`src/rtl/lfsr_word_arb_if.sv`:
```
// Bundle between the word arbiter, its requesters/consumers and the shared bit-serial LFSR.
// slave: the arbiter's view; master: the surrounding requesters and LFSR.
interface lfsr_word_arb_if #(
    parameter int NREQ = 4,
    parameter int WORD = 8
);
    logic [NREQ-1:0] req__ENA;
    logic [NREQ-1:0] req__RDY;
    logic [NREQ-1:0] rsp__ENA;
    logic [WORD-1:0] rsp_word;
    logic [NREQ-1:0] rsp__RDY;
    logic            shiftBit__ENA;
    logic            shiftBit_v;
    logic            shiftBit__RDY;
    logic            outBit;
    logic            outBit__RDY;

    modport slave (
        input  req__ENA, rsp__RDY, shiftBit__RDY, outBit, outBit__RDY,
        output req__RDY, rsp__ENA, rsp_word, shiftBit__ENA, shiftBit_v
    );

    modport master (
        output req__ENA, rsp__RDY, shiftBit__RDY, outBit, outBit__RDY,
        input  req__RDY, rsp__ENA, rsp_word, shiftBit__ENA, shiftBit_v
    );
endinterface

```
`src/rtl/lfsr_word_arb.sv`:
```
// Round-robin arbiter sharing one bit-serial LFSR among NREQ requesters; each grant
// clocks the LFSR WORD times and returns the collected bits MSB-first.
module lfsr_word_arb #(
    parameter int NREQ = 4,
    parameter int WORD = 8
) (
    input  logic           CLK,
    input  logic           RST,
    lfsr_word_arb_if.slave bus
);
    localparam int PW = (NREQ > 1) ? $clog2(NREQ) : 1;
    localparam int CW = $clog2(WORD + 1);
    localparam logic [PW-1:0] PTR_LAST = PW'(NREQ - 1);
    localparam logic [CW-1:0] CNT_LAST = CW'(WORD - 1);

    typedef enum logic [1:0] {IDLE, SHIFT, RESP} state_t;

    state_t          state, stateNext;
    logic [PW-1:0]   ptr, ptrNext;
    logic [PW-1:0]   owner, ownerNext;
    logic [CW-1:0]   cnt, cntNext;
    logic [WORD-1:0] word, wordNext;
    logic [NREQ-1:0] reqRdy, rspEna;
    logic            shiftEna, reqHit, rspHit;

    function automatic logic [PW-1:0] wrapInc(input logic [PW-1:0] p);
        return (p == PTR_LAST) ? '0 : p + PW'(1);
    endfunction

    // Ready and response enables decode registered state only, never the inputs.
    always_comb begin
        for (int i = 0; i < NREQ; i++) begin
            reqRdy[i] = (state == IDLE) && (ptr == PW'(i));
            rspEna[i] = (state == RESP) && (owner == PW'(i));
        end
    end

    assign shiftEna = (state == SHIFT) && bus.shiftBit__RDY && bus.outBit__RDY;
    assign reqHit   = |(bus.req__ENA & reqRdy);
    assign rspHit   = |(bus.rsp__RDY & rspEna);

    always_comb begin
        // NOTE: every next-state signal gets a default first so no path leaves it unassigned (no latch).
        stateNext = state;
        ptrNext   = ptr;
        ownerNext = owner;
        cntNext   = cnt;
        wordNext  = word;
        unique case (state)
            IDLE: begin
                if (reqHit) begin
                    ownerNext = ptr;
                    cntNext   = '0;
                    wordNext  = '0;
                    stateNext = SHIFT;
                end else begin
                    ptrNext = wrapInc(ptr);
                end
            end
            SHIFT: begin
                if (shiftEna) begin
                    wordNext = {word[WORD-2:0], bus.outBit};
                    cntNext  = cnt + CW'(1);
                    if (cnt == CNT_LAST) stateNext = RESP;
                end
            end
            RESP: begin
                // Last winner drops to lowest priority.
                if (rspHit) begin
                    ptrNext   = wrapInc(owner);
                    stateNext = IDLE;
                end
            end
            default: stateNext = IDLE;
        endcase
    end

    always_ff @(posedge CLK or posedge RST) begin
        if (RST) begin
            state <= IDLE;
            ptr   <= '0;
            owner <= '0;
            cnt   <= '0;
            word  <= '0;
        end else begin
            // NOTE: non-blocking assignments so every register updates together at the edge.
            state <= stateNext;
            ptr   <= ptrNext;
            owner <= ownerNext;
            cnt   <= cntNext;
            word  <= wordNext;
        end
    end

    assign bus.req__RDY      = reqRdy;
    assign bus.rsp__ENA      = rspEna;
    assign bus.rsp_word      = word;
    assign bus.shiftBit__ENA = shiftEna;
    assign bus.shiftBit_v    = 1'b0;
endmodule

```
`src/flat_wrapper.sv`:
```
// flat-port wrapper written by rule: the top's interface ports become plain ports
module lfsr_word_arb_flat 
#(
    parameter int NREQ = 4,
    parameter int WORD = 8
)
  (CLK, RST, bus_req__ENA, bus_rsp__RDY, bus_shiftBit__RDY, bus_outBit, bus_outBit__RDY, bus_req__RDY, bus_rsp__ENA, bus_rsp_word, bus_shiftBit__ENA, bus_shiftBit_v);
  lfsr_word_arb_if #(.NREQ(NREQ), .WORD(WORD)) bus_i ();
  input  logic CLK;
  input  logic RST;
  input wire logic [$bits(bus_i.req__ENA)-1:0] bus_req__ENA;
  input wire logic [$bits(bus_i.rsp__RDY)-1:0] bus_rsp__RDY;
  input wire logic [$bits(bus_i.shiftBit__RDY)-1:0] bus_shiftBit__RDY;
  input wire logic [$bits(bus_i.outBit)-1:0] bus_outBit;
  input wire logic [$bits(bus_i.outBit__RDY)-1:0] bus_outBit__RDY;
  output wire logic [$bits(bus_i.req__RDY)-1:0] bus_req__RDY;
  output wire logic [$bits(bus_i.rsp__ENA)-1:0] bus_rsp__ENA;
  output wire logic [$bits(bus_i.rsp_word)-1:0] bus_rsp_word;
  output wire logic [$bits(bus_i.shiftBit__ENA)-1:0] bus_shiftBit__ENA;
  output wire logic [$bits(bus_i.shiftBit_v)-1:0] bus_shiftBit_v;
  assign bus_i.req__ENA = bus_req__ENA;
  assign bus_i.rsp__RDY = bus_rsp__RDY;
  assign bus_i.shiftBit__RDY = bus_shiftBit__RDY;
  assign bus_i.outBit = bus_outBit;
  assign bus_i.outBit__RDY = bus_outBit__RDY;
  assign bus_req__RDY = bus_i.req__RDY;
  assign bus_rsp__ENA = bus_i.rsp__ENA;
  assign bus_rsp_word = bus_i.rsp_word;
  assign bus_shiftBit__ENA = bus_i.shiftBit__ENA;
  assign bus_shiftBit_v = bus_i.shiftBit_v;
  lfsr_word_arb #(.NREQ(NREQ), .WORD(WORD)) u_core (.CLK(CLK), .RST(RST), .bus(bus_i));
endmodule
```
`config.mk`:
```
export PLATFORM = sky130hd
export DESIGN_NAME = lfsr_word_arb_flat
export DESIGN_NICKNAME = d
export VERILOG_FILES = /design/src/rtl/lfsr_word_arb_if.sv /design/src/rtl/lfsr_word_arb.sv /design/src/flat_wrapper.sv
export SDC_FILE = /design/constraint.sdc
export NUM_CORES = 1
export LEC_CHECK = 0
export CORE_MARGIN = 1.5
export CORE_UTILIZATION = 30
export CTS_CLUSTER_SIZE = 25
export DETAILED_ROUTE_END_ITERATION = 8
export PLACE_DENSITY = 0.69
export SYNTH_ARGS = -nofsm -noshare
export SYNTH_HDL_FRONTEND = slang
export SYNTH_SLANG_ARGS = --single-unit
```
`constraint.sdc`:
```
create_clock -name CLK -period 1.7 [get_ports CLK]
set_input_delay 0.34 -clock CLK [delete_from_list [all_inputs] [get_ports CLK]]
set_output_delay 0.34 -clock CLK [all_outputs]
set_load 0.02 [all_outputs]
```
# Word-level counts from Yosys, hierarchy flattened
# Index checks and enable logic that the tools add are counted.
[op_classes]
add_sub_neg = 3
eq_ne = 14
mux = 16
n_bitwise = 2
n_reduce_logical = 21
[op_table]
columns = ["op", "count"]
rows = [
  ["$mux 2", 8],
  ["$mux 8", 2],
  ["$pmux 8 s2", 1],
  ["$eq 2x2->1 const B", 5],
  ["$logic_and 1x1->1", 10],
  ["$and 4x4->4", 2],
  ["$mux 4", 2],
  ["$pmux 4 s2", 1],
  ["$reduce_or 4->1", 2],
  ["$eq 2x1->1 const B", 3],
  ["$logic_not 2->1", 3],
  ["$ne 2x2->1 const B", 3],
  ["$pmux 2 s3", 1],
  ["$reduce_and 3->1", 2],
  ["$add 2x1->2 const B", 2],
  ["$add 4x1->4 const B", 1],
  ["$eq 4x3->1 const B", 1],
  ["$ne 2x1->1 const B", 2],
  ["$pmux 2 s2", 1],
  ["$reduce_and 4->1", 1],
  ["$reduce_bool 2->1", 2],
  ["$reduce_and 2->1", 1],
]
[word_totals]
reg_bits = 18
elab_cells = 61

# Logic depth before layout (Yosys ltp)
[depth]
depth_word = 6
depth_mapped = 7
ltp_nobuf = 6

# Worst setup path before layout
# Ideal clock, no wire load.
[synth_path]
kind = "register -> register"
startpoint = "register u_core.owner[0]"
endpoint = "register u_core.ptr[0]"
setup_time_ns = 0.125
t_arrival_ns = 1.538
t_required_ns = 1.575
setup_slack_ns = 0.037
path_stages_with_launch = 7
period_less_slack_ns = 1.663
cell_sequence = "dfrtp_1 -> inv_1 -> ha_1 -> a222oi_1 -> nand3_1 -> and3b_4 -> mux2_4"
[synth_via]
elab_chain_cells = 6
word_cells_on_any_way = 16
classes_between = "add/sub: 1; eq/ne: 4; mux: 3; bitwise: 1; reduce/logical: 7"
[synth_rtl]
columns = ["element", "line_no", "source"]
rows = [
  ["start, declared", "lfsr_word_arb.sv:20", "logic [PW-1:0] owner, ownerNext;"],
  ["start signal, assigned", "lfsr_word_arb.sv:89", "owner <= ownerNext;"],
  ["$eq 2x1->1, or another cell as far along", "lfsr_word_arb.sv:34", "rspEna[i] = (state == RESP) && (owner == PW'(i));"],
  ["$logic_and 1x1->1", "lfsr_word_arb.sv:34", ""],
  ["$and 4x4->4", "lfsr_word_arb.sv:40", "assign rspHit = |(bus.rsp__RDY & rspEna);"],
  ["$reduce_or 4->1", "lfsr_word_arb.sv:40", ""],
  ["$ne 2x1->1 (no line)", "--", ""],
  ["$reduce_and 3->1 (no line)", "--", ""],
  ["end signal, assigned", "lfsr_word_arb.sv:88", "ptr <= ptrNext;"],
  ["end, declared", "lfsr_word_arb.sv:19", "logic [PW-1:0] ptr, ptrNext;"],
]
# Several ways; a longest one is shown, not always the timed one. The select of a mux whose other input is x is not followed.
# A chain may end at the register's enable or synchronous reset.

# Final worst setup path
# Ends and elaborated chain as after synthesis.

==> summary.md <==
| Metric | Value |
|---|---|
| Die area | 3640 um^2 |
| Setup slack after layout | -0.0425 ns |
| Outcome | finished with violations |
| DP Worst Slack | -0.296 ns |
| Yosys top cell area share | 45.7% |
| Iter 0 DRT Violations | 20 |
| Total number of yosys warnings | 0 |
| # port buffers | 29 |
| Area after DPL | 1390 um^2 |
| Syn Inst Count | 93 |
| Post-Syn Area | 986 um^2 |
| Routability cong. | 0.756 |
| Final setup violation count | 3 |
| Worst reg-to-reg path cell count | 6 |
| Global Route Usage Sum | 15.1% |
| Final instance area | 1560 um^2 |
| CTS tree | yes |
| Post-DP HPWL | 1740 um |
| Reg-to-reg startpoint | u_core.owner[0]$_DFFE_PP0P_ |
| DR WL/cell | 13.0 um |
| Fraction of layout cells with a size suffix above 1 | 37.1% |
| Peak VDD IR | 0.795 mV |
| Largest net degree at the start of global routing | 19 |
| Power Dens Cells | 1500 nW/um^2 |
| Crit end category | flip-flop |
| FF-to-FF setup slack | -0.04 ns |
| Cts hold-fix bufs | 0 |
| # diodes | 0 |
| Crit path launch type | flip-flop |
| Reg-to-Reg End | u_core.ptr[0]$_DFFE_PP0P_ |
| First-pass GRT wire length | 4100 um |
| Worst hold slack | 0.343 ns |
| Failing checks | negative setup slack |
| Layout Nets | 163 |
| CTS Buffer Depth | 2 |
| # Max-Cap Violations | 0 |
| Most frequent cells in the layout | 16 x clkdlybuf4s50_1, 16 x buf_4, 14 x dfrtp_1, 10 x nand2_1, 9 x a22o_1 |
| Routed WL | 2380 um |
| Max Clk Rate | 0.574 GHz |
| Starting Density | 32.0% |
| Rows | 20 |
| RSZ-0062 raised after global routing | true |
| Total number of vias | 867 |
| Routed Antenna Nets | 0 |
| Drt via density | 4.71 |
| Post-synth top area cell | dfrtp_1 |
| TritonCTS Buffers | 3 |
| Area grow syn2layout | 57.7% |
| Tmin final | 1.74 ns |
| Syn Area/Cell | 10.6 um^2 |
| Latest clock arrival within the worst-skew pair | 0.29 ns |
| Synth cell types | 30 |
| Leakage power | 0.760 nW |
| Seq/Total Area, Yosys | 45.7% |
| Largest fanout on the critical path | 5 |
| Yosys reg bits | 18 |
| Synth area leaders | dfrtp_1 46%, ha_1 11%, a22o_1 8.9%, and2_1 5.1%, nand2_1 3.8% |
| GR Overflow Total | 0 |
| Chip width | 60.3 um |
| WS Path Type | reg -> reg |
| Reg clk slew, reported paths | 0.10 ns |
| Pwr Total | 2.33 mW |
| Num ports | 31 |
| H-tree levels | 1 |
| Required @ worst endpoint | 1.89 ns |
| Setup TNS | -0.0541 ns |
| Number of remaining DRC errors | 0 |
| First-pass iteration count of the detailed router | 4 |
| Worst hold path class | in -> async |
| Core area | 3080 um^2 |
| Clock sink total | 18 |
| Worst Path Arrival | 1.93 ns |
| CTS root buffer | clkbuf_4 |
| Mapped Nets | 115 |
| Final period util | 102% |
| Vias in the first global route | 907 |
| Fin. Hold Viols | 0 |
| Antenna violations before repair | 0 |
| Pins Over Slew Limit | 0 |
| Post-Route Skew | 0.00106 ns |
| Die span in y | 60.3 um |
-- timing repair --
item | CTS | global route
setup buffers | 4 | 2
gates resized for setup | 44 | 22
endpoints found under the setup margin | 19 | 24
pin swaps | 4 | 5
-- layout make-up --
class	instances	area (um^2)
multi-input combinational	66	571
sequential	18	455
tap	44	55.1
timing repair buffer	47	417
fill	281	1520
inverter	5	21.3
clock buffer	4	36.3
-- critical path, cell delays in order (launching register included) --
cell,delay [ns]
dfrtp_2,0.42
inv_2,0.06
ha_4,0.15
a222oi_1,0.35
nand3_1,0.15
and3b_4,0.21
mux2_4,0.29
-- Yosys cell counts, drive strengths merged --
| cell type | count |
|---|---|
| nand2 | 10 |
| mux2 | 2 |
| o21ai | 6 |
| o31ai | 1 |
| a211o | 1 |
| a21oi | 1 |
| a222oi | 1 |
| mux2i | 2 |
| and2 | 8 |
| inv | 5 |
| nand2b | 1 |
| o22ai | 1 |
| nand4 | 1 |
| or3 | 1 |
| nor2b | 1 |
| dfrtp | 18 |
| and3b | 1 |
| conb | 1 |
| nand3 | 3 |
| nor2 | 2 |
| buf | 4 |
| a22o | 10 |
| nor3 | 1 |
| and4b | 1 |
| ha | 9 |
| o21bai | 1 |
-- how the worst max path moves through the flow --
stage	cells past startpoint	endpoint	from	slack [ns]
2_1_floorplan	6	u_core.ptr[0]$_DFFE_PP0P_	u_core.owner[0]$_DFFE_PP0P_	0.04
3_3_place_gp	3	bus_shiftBit__ENA	bus_outBit__RDY	-0.26
3_5_place_dp	3	bus_shiftBit__ENA	bus_outBit__RDY	-0.30
4_1_cts	6	u_core.ptr[0]$_DFFE_PP0P_	u_core.owner[0]$_DFFE_PP0P_	-0.09
5_1_grt	6	u_core.ptr[0]$_DFFE_PP0P_	u_core.owner[0]$_DFFE_PP0P_	-0.13
6_report	6	u_core.ptr[0]$_DFFE_PP0P_	u_core.owner[0]$_DFFE_PP0P_	-0.04
-- kinds of logic after synthesis --
group	count (synthesis)	share of synthesized area [%]
multiplexers	4	4.69
AO/OA/AOI/OAI	22	16.5
other	1	0.380
adder cells (fa/ha/maj)	9	11.4
buffers and inverters	9	4.82
AND/OR/NAND/NOR	30	16.5
flip-flops	18	45.7
-- flip-flops by register name, summed over array words and instances (netlist names) --
name / count
u_core.state: 2
u_core.ptr: 2
u_core.owner: 2
u_core.cnt: 4
u_core.bus.rsp_word: 8
-- layer usage --
metal  GRT usage (%)  wire length [um]  share of wire (%)
met3            4.33               157                6.6
met4            4.13                22               0.92
met2            26.1              1210                 51
met5               0                 0                  0
met1            18.3               995                 42
-- metrics by stage --
stage	utilization, %	instances
floorplan	-	93
global placement	45.2	174
detailed placement	45.2	174
CTS	47.8	182
global route	50.5	184
finish	50.5	184
-- power breakdown --
part / internal, mW / leakage [nW] / switching (mW) / total (mW)
registers: 0.601 / 0.228 / 0.188 / 0.789
clock network: 0.131 / 0.0210 / 0.135 / 0.266
logic: 0.692 / 0.511 / 0.581 / 1.27
total: 1.42 / 0.760 / 0.904 / 2.33
Power figures use the tool's default switching activity.
